[config.mk]
export PLATFORM = sky130hd
export DESIGN_NAME = nibble_word_ctrl
export DESIGN_NICKNAME = d
export VERILOG_FILES = /design/src/rtl/syncreg_pkg.sv /design/src/rtl/btn_edge_sync.sv /design/src/rtl/nibble_word_ctrl.sv
export SDC_FILE = /design/constraint.sdc
export NUM_CORES = 1
export LEC_CHECK = 0
export CAP_MARGIN = 20
export CORE_ASPECT_RATIO = 0.6
export CORE_UTILIZATION = 45
export DETAILED_ROUTE_END_ITERATION = 10
export GPL_ROUTABILITY_DRIVEN = 0
export GPL_TIMING_DRIVEN = 0
export PLACE_DENSITY = 0.8
export SYNTH_ARGS = -nofsm -noshare
export SYNTH_HDL_FRONTEND = slang
export SYNTH_HIERARCHICAL = 1
export SYNTH_SLANG_ARGS = --single-unit
[constraint.sdc]
create_clock -name clk -period 2.2 [get_ports clk]
set_input_delay 0.44 -clock clk [delete_from_list [all_inputs] [get_ports clk]]
set_output_delay 0.44 -clock clk [all_outputs]
set_load 0.01 [all_outputs]
[src/rtl/syncreg_pkg.sv]
// syncreg_pkg: shared FSM encoding and field widths for the nibble/word entry controller.
package syncreg_pkg;
    localparam int NIBBLE_W  = 4;
    localparam int BIT_CNT_W = 3;
    typedef enum logic [1:0] {IDLE, COLLECT, NIB_RDY, WORD_RDY} state_t;
endpackage

[src/rtl/btn_edge_sync.sv]
// btn_edge_sync: two-flop synchronizer plus registered rising-edge pulse for one raw button.
// Ports: clk, reset (sync, active-high), btn (raw async level), pulse (one-cycle rising-edge event).
module btn_edge_sync (
    input  logic clk,
    input  logic reset,
    input  logic btn,
    output logic pulse
);
    logic       s1, s2, s3;
    logic [2:0] arm;
    // arm[2] rises only once s3 holds a genuine post-reset sample, so a level held
    // through reset release is never mistaken for a fresh edge.
    always_ff @(posedge clk) begin
        if (reset) begin
            {s1, s2, s3, arm, pulse} <= '0;
        end else begin
            s1    <= btn;
            s2    <= s1;
            s3    <= s2;
            arm   <= {arm[1:0], 1'b1};
            pulse <= s2 & ~s3 & arm[2];
        end
    end
endmodule

[src/rtl/nibble_word_ctrl.sv]
// nibble_word_ctrl: builds words from button-entered bits, four bits per nibble, NIB nibbles per word.
// Ports: clk, reset (sync, active-high); btn_zero/btn_one/btn_commit raw buttons; word_ack consumer accept;
//        nibble, bit_cnt, nib_cnt, word, word_valid, nib_ready status; conflict/timeout event pulses.
// Optional: define NIBBLE_WORD_CTRL_TIMEOUT_EN to abandon a partial nibble after TIMEOUT_CYC idle cycles.
module nibble_word_ctrl
    import syncreg_pkg::*;
#(
    parameter int NIB         = 4,
    parameter int TIMEOUT_CYC = 100000000
) (
    input  logic                      clk,
    input  logic                      reset,
    input  logic                      btn_zero,
    input  logic                      btn_one,
    input  logic                      btn_commit,
    input  logic                      word_ack,
    output logic [NIBBLE_W-1:0]       nibble,
    output logic [BIT_CNT_W-1:0]      bit_cnt,
    output logic [$clog2(NIB+1)-1:0]  nib_cnt,
    output logic [NIBBLE_W*NIB-1:0]   word,
    output logic                      word_valid,
    output logic                      nib_ready,
    output logic                      conflict,
    output logic                      timeout
);
    localparam int WW  = NIBBLE_W * NIB;
    localparam int NCW = $clog2(NIB + 1);

    if (NIB < 2 || NIB > 8 || TIMEOUT_CYC < 2) begin : g_bad_cfg
        $error("nibble_word_ctrl: illegal NIB or TIMEOUT_CYC");
    end

    logic   p_zero, p_one, p_commit;
    logic   bit_p;
    state_t state;

    btn_edge_sync u_zero   (.clk(clk), .reset(reset), .btn(btn_zero),   .pulse(p_zero));
    btn_edge_sync u_one    (.clk(clk), .reset(reset), .btn(btn_one),    .pulse(p_one));
    btn_edge_sync u_commit (.clk(clk), .reset(reset), .btn(btn_commit), .pulse(p_commit));

    // Simultaneous zero and one cancel each other; only a lone pulse is a bit.
    assign bit_p = p_zero ^ p_one;

`ifdef NIBBLE_WORD_CTRL_TIMEOUT_EN
    localparam int TW = $clog2(TIMEOUT_CYC);
    logic [TW-1:0] timer;
`endif

    always_ff @(posedge clk) begin
        if (reset) begin
            state      <= IDLE;
            nibble     <= '0;
            bit_cnt    <= '0;
            nib_cnt    <= '0;
            word       <= '0;
            word_valid <= 1'b0;
            nib_ready  <= 1'b0;
            conflict   <= 1'b0;
            timeout    <= 1'b0;
`ifdef NIBBLE_WORD_CTRL_TIMEOUT_EN
            timer      <= '0;
`endif
        end else begin
            conflict <= p_zero & p_one;
            timeout  <= 1'b0;
`ifdef NIBBLE_WORD_CTRL_TIMEOUT_EN
            timer    <= '0;
`endif
            case (state)
                IDLE: begin
                    if (bit_p) begin
                        nibble  <= {nibble[NIBBLE_W-2:0], p_one};
                        bit_cnt <= BIT_CNT_W'(1);
                        state   <= COLLECT;
                    end
                end
                COLLECT: begin
                    if (bit_p) begin
                        nibble  <= {nibble[NIBBLE_W-2:0], p_one};
                        bit_cnt <= bit_cnt + 1'b1;
                        if (bit_cnt == BIT_CNT_W'(NIBBLE_W - 1)) begin
                            nib_ready <= 1'b1;
                            state     <= NIB_RDY;
                        end
                    end
`ifdef NIBBLE_WORD_CTRL_TIMEOUT_EN
                    else if (timer == TW'(TIMEOUT_CYC - 1)) begin
                        nibble  <= '0;
                        bit_cnt <= '0;
                        timeout <= 1'b1;
                        state   <= IDLE;
                    end else begin
                        timer <= timer + 1'b1;
                    end
`endif
                end
                NIB_RDY: begin
                    if (p_commit) begin
                        word      <= {word[WW-NIBBLE_W-1:0], nibble};
                        nib_cnt   <= nib_cnt + 1'b1;
                        nibble    <= '0;
                        bit_cnt   <= '0;
                        nib_ready <= 1'b0;
                        if (nib_cnt == NCW'(NIB - 1)) begin
                            word_valid <= 1'b1;
                            state      <= WORD_RDY;
                        end else begin
                            state <= IDLE;
                        end
                    end
                end
                WORD_RDY: begin
                    if (word_ack) begin
                        word       <= '0;
                        nib_cnt    <= '0;
                        word_valid <= 1'b0;
                        state      <= IDLE;
                    end
                end
                default: state <= IDLE;
            endcase
        end
    end
endmodule

## After elaboration in Yosys (flattened, before gate mapping)

Index checks and enable logic that the tools add are counted.
Widths: inputs -> output; s select.

| operators by class | value |
|---|---|
| eq/ne operators | 12 |
| multiplexer cells | 31 |
| bitwise gates (word level) | 11 |
| reductions and logical operators | 12 |
| add/sub/neg operators | 2 |

Operators by type and width:

| operator | count |
|---|---|
| $mux 16 | 2 |
| $pmux 16 s2 | 1 |
| $mux 3 | 5 |
| $mux 2 | 6 |
| $reduce_and 4->1 | 3 |
| $ne 2x2->1 const B | 5 |
| $mux 1 | 9 |
| $pmux 3 s3 | 1 |
| $mux 4 | 2 |
| $pmux 2 s4 | 1 |
| $pmux 4 s2 | 1 |
| $and 1x1->1 | 7 |
| $add 3x1->3 const B | 2 |
| $eq 3x2->1 const B | 2 |
| $pmux 3 s2 | 1 |
| $reduce_and 3->1 | 2 |
| $reduce_bool 2->1 | 3 |
| $reduce_and 5->1 | 1 |
| $eq 2x2->1 const B | 2 |
| $ne 2x1->1 const B | 2 |
| $pmux 1 s2 | 2 |
| $not 1->1 | 3 |
| $reduce_bool 3->1 | 1 |
| $eq 2x1->1 const B | 1 |
| 3 further kinds | 3 |

| word-level totals | value |
|---|---|
| output and inout bits | 30 |
| input port bits | 6 |
| register bits | 52 |

## Depth between registers and ports, before layout

Gate-level depths: netlist of the first run.

| logic depth | value |
|---|---|
| depth in word-level cells | 4 |
| gate-level depth with buffers | 7 |
| gate-level depth less buffers | 6 |

## Modules after synthesis

Netlist of the first run, hierarchy kept.

Modules (own cells, without submodules):

| module | area each (um^2) | seq. area each (um^2) | instances | cells an instance |
|---|---|---|---|---|
| nibble_word_ctrl | 1400.1 | 620.6 | 1 | 146 |
| btn_edge_sync | 200.2 | 140.1 | 3 | 14 |

## Least setup slack after synthesis of the first run

No wires, ideal clock.

| timing path | value |
|---|---|
| path type | reg-to-reg |
| start | register state[0] |
| end | register nibble[0] |
| cell stages (with the launch flop) | 7 |
| period minus slack after synthesis | 1.522 ns |
| setup time | 0.128 ns |
| slack | 0.678 ns |
| arrival | 1.394 ns |
| path through | dfxtp_1 > inv_1 > ha_1 > and2b_4 > nor3_4 > mux2i_1 > nor2_1 |

| on the way | value |
|---|---|
| cells in the longest elaborated chain, start to end | 4 |
| elaborated cells between the ends (all ways) | 9 |
| those cells by class | eq/ne (4); mux (1); reduce/logical (4) |

RTL lines:

| element | line | source |
|---|---|---|
| start: declaration | nibble_word_ctrl.sv:35 | `state_t state;` |
| start signal: assignment | nibble_word_ctrl.sv:51 | `state <= IDLE;` |
| start signal: assignment | nibble_word_ctrl.sv:74 | `state <= COLLECT;` |
| start signal: assignment | nibble_word_ctrl.sv:83 | `state <= NIB_RDY;` |
| $eq 2x1->1 / $logic_not 2->1 (equally long branches) | nibble_word_ctrl.sv:69 | `case (state)` |
| $reduce_or 2->1 (no source line) | - |  |
| $ne 2x1->1 (no source line) / $reduce_bool 2->1 (equally long branches) | - |  |
| $reduce_and 3->1 (no source line) | - |  |
| end signal: assignment | nibble_word_ctrl.sv:72 | `nibble <= {nibble[NIBBLE_W-2:0], p_one};` |
| end signal: assignment | nibble_word_ctrl.sv:79 | `nibble <= {nibble[NIBBLE_W-2:0], p_one};` |
| end: declaration | nibble_word_ctrl.sv:17 | `output logic [NIBBLE_W-1:0] nibble,` |

Several ways; a longest one is shown, not always the timed one.
A chain may end at the register's enable or synchronous reset.

## Worst setup path after layout of the first run

| timing path | value |
|---|---|
| start | input reset |
| end | register bit_cnt[2] |

RTL lines:

| element | line | source |
|---|---|---|
| start: declaration | nibble_word_ctrl.sv:12 | `input logic reset,` |
| end signal: assignment | nibble_word_ctrl.sv:80 | `bit_cnt <= bit_cnt + 1'b1;` |
| end: declaration | nibble_word_ctrl.sv:18 | `output logic [BIT_CNT_W-1:0] bit_cnt,` |

No word-level cell between the ends.

==> flow_summary.yaml, run 1 <==
placed_design:
  io_buffer_count: 34
  dp_hpwl_mm: 2.63
detailed_routing:
  num_vias: 1411
  drtAntennaViolNets: 0
  first_iter_violations: 57
  drtPass1Iterations: 4
  drc_errors: 0
  routed_via_density: 4.87
  wl_mm: 3.61
  wl_per_cell_um: 12.5
sta:
  setup_tns_ns: 0
  min_period_over_period_pct: 81.6
  worstMarginPinSlew_ns: 0.659
  rsz0062_at_grt: "no"
  setup_viol: 0
  clock_skew_ns: 0.00669
  hold_slack_ns: 0.454
  relSlewSlack_pct: 55.9
  period_needed_ns: 1.80
  fmax_ghz: 0.557
  drv_slew: 0
  hold_viol: 0
grt:
  grt-ovfl-total: 0
  grt_usage_pct: 17.5
  antenna_found_initial: 0
  grt_max_degree: 27
  grt_pass1_wl_mm: 6.11
  grt_pass1_vias: 1279
setup_path:
  critPathCaptureType: "flop"
  critical_path_class: "in2reg"
  cp_max_fo: 26
  r2r_cells: 7
  crit_arrival_ns: 1.97
  cp_data_required_time_ns: 2.37
  reg2reg_from: "state[0]$_SDFFE_PP0P_"
  rrSetupSlack_ns: 0.46
  r2r-end: "word[0]$_SDFFE_PP0P_"
  start_kind: "input port"
synth:
  synth_area_leaders: "dfxtp_1 (52%), ha_1 (6.9%), and2b_2 (6.6%)"
  syn-cell-area_um2: 2000
  async_reset_ff_share_pct: 0
  ys.flop_type: "dfxtp_1"
  synth_edf_count: 0
  synth_fp_nets: 205
  ys_types: 35
  synth.avg_cell_area_um2: 10.6
  ys_ff_latch: 52
  synth_top_area_share_pct: 52.0
  synth_top_area_cell: "dfxtp_1"
  netlist_instances: 188
  seq_area_frac_synth_pct: 52.0
  ys_warn_count: 6
clock_tree:
  cts_sinks: 52
  clkLatencyLatePin_ns: 0.30
  ctsResizeCount: 0
  htree_levels: 2
  cts.clk_slew.worst_paths_ns: 0.09
  cts_max_path_buffers: 2
  cts_tree: "built"
  cts_buffers: 5
  cts_root_buf: "clkbuf_8"
  cts_hold_buf: 0
  cts_setup_buffers: 0
outcome:
  outcome: "complete, no violations"
final_layout:
  layout_commonest_cell: "dfxtp_1"
  nets: 246
  layout-drive-gt1-share_pct: 16.5
  most-common-layout-cells: "dfxtp_1 (52), clkdlybuf4s50_1 (34), nor2_1 (28)"
  antenna_cells: 0
  final_core_util_pct: 60.0
  syn2layout_area_growth_pct: 25.6
  fill_cells: 381
floorplan:
  core-area_um2: 4190
  initial_core_util_pct: 47.8
  io_pins: 36
  die_h_um: 53.7
  die_w_um: 88.1
  row_count: 18
  dieArea_um2: 4730
power_and_ir_drop:
  power_density_nw_per_um2: 771
  leakagePower_nw: 0.999
  ir_worst_vdd_v: 0.000427
flow_run:
  drv_cap: 0
worst_hold_path:
  min_to: "u_one/s2$_SDFF_PP0_"
  min_path_cells: 1
  hp-start: "u_one/s1$_SDFF_PP0_"
  hold_class: "reg2reg"
-- power by group --
group,switching [W],total [W],internal (W)
logic,0.000197,0.000360,0.000163
registers,0.0000356,0.00102,0.000980
clock network,0.000305,0.000562,0.000258
-- kinds of logic (layout without fill, tap and decap cells) --
kind of cell    count (synthesis)  after routing  synth area share, %
simple gates                   71             71                 22.6
compound gates                 32             32                 11.7
other cells                     1              1                0.187
buf+inv                        16             58                 4.13
fa+ha+maj                      11             11                 6.88
flops                          52             52                 52.0
mux                             5              5                 2.50
-- final cells by class --
cell class,instances,area (µm²),area share [%]
sequential,52,1040,41.4
inverter,7,26.3,1.05
clock inverter,2,13.8,0.548
multi-input combinational,120,877,34.9
clock buffer,6,82.6,3.29
tap,60,75.1,2.99
buffer,9,56.3,2.24
timing repair buffer,34,340,13.5
-- synth_stat cells, types with 2 or more instances --
cell and instances:
buf_6 2, inv_1 7, a21oi_1 5, a22oi_1 17
nor2b_1 7, nor3_2 2, dfxtp_1 52, nand4_1 2
and2b_2 15, nor2_1 28, and4bb_2 3, clkbuf_1 3
or3_1 2, buf_2 3, ha_1 11, mux2i_1 5
nand2b_1 6
-- metal layers --
| layer | wire [µm] | up-vias | GRT usage [%] |
|---|---|---|---|
| met4 | 16 | 0 | 4.03 |
| li1 | - | 720 | - |
| met3 | 124 | 2 | 5.06 |
| met2 | 1580 | 20 | 27.1 |
| met1 | 1890 | 669 | 24.3 |
| met5 | 0 | - | 0 |
-- worst max path at each step --
stage,start,endpoint,depth (start not counted)
final,reset,bit_cnt[2]$_SDFFE_PP0P_,3
after CTS,reset,bit_cnt[2]$_SDFFE_PP0P_,3
after detailed placement,reset,bit_cnt[2]$_SDFFE_PP0P_,3
after global routing,reset,bit_cnt[2]$_SDFFE_PP0P_,3
after global placement,reset,bit_cnt[2]$_SDFFE_PP0P_,3
after floorplan,state[0]$_SDFFE_PP0P_,nibble[0]$_SDFFE_PP0P_,6
-- stage by stage --
stage / instances / cell area, µm² / total power [W] / worst slack, ns
after CTS: 290 / 2510 / 0.00196 / 0.379
after global placement: 282 / 2420 / 0.00139 / 0.0605
after global routing: 290 / 2510 / 0.00205 / 0.221
after detailed placement: 282 / 2420 / 0.00140 / 0.0659
after floorplan: 188 / 2000 / 0.00130 / 0.678
final: 290 / 2510 / 0.00194 / 0.405
-- worst max-delay path: stages --
cell	delay (ns)
clkdlybuf4s50_1	0.89
clkbuf_1	0.48
o31ai_1	0.15
-- sequential cells by signal, indices dropped and copies added, names as in the netlist, 2 cells and up --
register,count
bit_cnt,3
nibble,4
u_zero/arm,3
word,16
nib_cnt,3
state,2
u_commit/arm,3
u_one/arm,3
Note: power is estimated with default switching activity, not from simulation.
==> run 2, diff against run 1 <==
--- a/config.mk
+++ b/config.mk
@@ -11,7 +11,7 @@
 export DETAILED_ROUTE_END_ITERATION = 10
 export GPL_ROUTABILITY_DRIVEN = 0
 export GPL_TIMING_DRIVEN = 0
-export PLACE_DENSITY = 0.8
+export PLACE_DENSITY = 0.83
 export SYNTH_ARGS = -nofsm -noshare
 export SYNTH_HDL_FRONTEND = slang
 export SYNTH_HIERARCHICAL = 1
==> constraint.sdc (replaced) <==
create_clock -name clk -period 1.5 [get_ports clk]
set_input_delay 0.3 -clock clk [delete_from_list [all_inputs] [get_ports clk]]
set_output_delay 0.3 -clock clk [all_outputs]
set_load 0.01 [all_outputs]
==> flow_summary.yaml, run 2 (synthesis results as in run 1) <==
floorplan:
  die_w_um: 88.1
  die_h_um: 53.7
  dieArea_um2: 4730
  row_count: 18
  core-area_um2: 4190
  io_pins: 36
  initial_core_util_pct: 47.8
final_layout:
  syn2layout_area_growth_pct: 35.3
  antenna_cells: 0
  nets: 252
  most-common-layout-cells: "dfxtp_1 (46), nor2_1 (28), dlygate4sd2_1 (23)"
  top_register: "word"
  layout_commonest_cell: "dfxtp_1"
  layout-drive-gt1-share_pct: 26.3
  largest_reg_flops: 16
  top_regs: "word x16, nibble x4"
  fill_cells: 348
grt:
  grt_usage_pct: 18.0
  grt_use_met2_pct: 27.9
  grt_util_met1_pct: 23.6
  top_usage_layer: "met2"
  grt_pass1_wl_mm: 6.15
  grt_pass1_vias: 1295
  use_met3_pct: 5.83
  antenna_found_initial: 0
  grt-ovfl-total: 0
  grt_max_degree: 27
clock_tree:
  htree_levels: 2
  cts_sinks: 52
  cts_buffers: 5
  cts.clk_slew.worst_paths_ns: 0.10
  cts_tree: "built"
  cts_hold_buf: 0
  clkLatencyLatePin_ns: 0.31
  cts_max_path_buffers: 2
  cts_root_buf: "clkbuf_8"
outcome:
  outcome: "complete, but fails checks"
  violations: "negative setup slack"
setup_path:
  cpMaxStageDelayCell: "dfxtp_4"
  crit_arrival_ns: 1.79
  max_stage_delay_ns: 0.43
  critPathBufInv: 1
  cp_data_required_time_ns: 1.68
  critical_path_class: "reg2reg"
  critPathCaptureType: "flop"
  start_kind: "flop"
  crit_chain: "inv_4 -> ha_4 -> o21ba_4 -> nor3_4 -> mux2i_1 -> nor2_1"
  critical_path.top_delay_family: "flip-flops"
  cp_max_fo: 5
worst_hold_path:
  hold_class: "reg2reg"
sta:
  worstMarginPinSlew_ns: 0.692
  hold_slack_ns: 0.455
  clock_skew_ns: 0.00909
  hold_viol: 0
  setup_viol: 14
  period_needed_ns: 1.60
  drv_slew: 0
  relSlewSlack_pct: 53.9
  min_period_over_period_pct: 107
  fmax_ghz: 0.624
  rsz0062_at_grt: "yes"
  post-route-worst-setup-slack_ns: -0.103
placed_design:
  io_buffer_count: 34
  dp_hpwl_mm: 2.70
  dp_slack_ns: -0.529
power_and_ir_drop:
  p_comb_share_pct: 24.3
  power_frac_seq_pct: 46.2
  leakagePower_nw: 1.26
  p_switching_w: 0.000934
  clockPowerShare_pct: 29.5
  p_int_w: 0.00236
  p_sw_share_pct: 28.3
  ir_worst_vdd_v: 0.000594
  power_density_nw_per_um2: 1220
detailed_routing:
  drc_errors: 0
  drtPass1Iterations: 4
  num_vias: 1502
  routed_via_density: 5.07
  wl_mm: 4.09
  first_iter_violations: 53
  wl_per_cell_um: 13.8
  drtAntennaViolNets: 0
flow_run:
  drv_cap: 0
[run 2: cell types whose count changed in the layout (fill, tap and decap cells not counted), moves of 4 or more]
cell,previous run,this run
dlymetal6s2s_1,0,5
clkdlybuf4s50_1,34,5
ha_4,0,4
dfxtp_2,0,4
dfxtp_1,52,46
buf_4,1,7
dlygate4sd2_1,0,23
ha_1,11,4
[run 2: metrics by stage]
stage	TNS [ns]	cells	instance area [µm²]	util, %	total power (W)
floorplan	0	188	2010	-	0.00195
global placement	-13.82	282	2430	58.0	0.00208
detailed placement	-15.70	282	2430	58.0	0.00210
CTS	-0.431	292	2600	62.0	0.00315
global route	-1.86	296	2710	64.6	0.00344
finish	-0.640	296	2710	64.6	0.00330
[run 2: final cells by class]
type	count	area, µm²	share of cell area [%]
multi-input cells	120	981	36.2
inverters	7	33.8	1.25
flip-flops and latches	52	1050	38.9
plain buffers	8	63.8	2.36
well taps	60	75.1	2.77
clock inverters	2	38.8	1.43
repair buffers	41	389	14.4
clock buffers	6	72.6	2.68
[run 2: power groups by stage]
stage                     Sequential (W)  Clock, W  Combinational (W)
after detailed placement         0.00153         0           0.000575
after CTS                        0.00151  0.000988           0.000651
final                            0.00152  0.000972           0.000802
after global placement           0.00152         0           0.000557
after global routing             0.00153   0.00105           0.000862
after floorplan                  0.00152         0           0.000424
[run 2: worst paths after layout]
kind | cells past startpoint | slack (ns) | start | to
max | 6 | -0.10 | state[0]$_SDFFE_PP0P_ | nibble[0]$_SDFFE_PP0P_
min | 1 | 0.46 | u_one/s1$_SDFF_PP0_ | u_one/s2$_SDFF_PP0_
max reg2reg | 6 | -0.10 | state[0]$_SDFFE_PP0P_ | nibble[0]$_SDFFE_PP0P_
min reg2reg | 1 | 0.46 | u_one/s1$_SDFF_PP0_ | u_one/s2$_SDFF_PP0_
[run 2: worst register-to-register path, cell delays in order, from the launching register on]
cell     delay (ns)
dfxtp_4        0.43
inv_4          0.07
ha_4           0.18
o21ba_4        0.22
nor3_4         0.30
mux2i_1        0.23
nor2_1         0.05
[run 2: repair_timing]
item                                    4_1_cts  5_1_grt
pin swaps                                     2        4
hold endpoints to repair                      0        0
setup buffers                                 3        4
resized for setup                            43       16
endpoints found under the setup margin       53       34
[run 2: layer usage]
layer | vias up | wire (µm)
li1 | 736 | -
met5 | - | 0
met3 | 5 | 274
met4 | 0 | 40
met2 | 56 | 1830
met1 | 705 | 1940
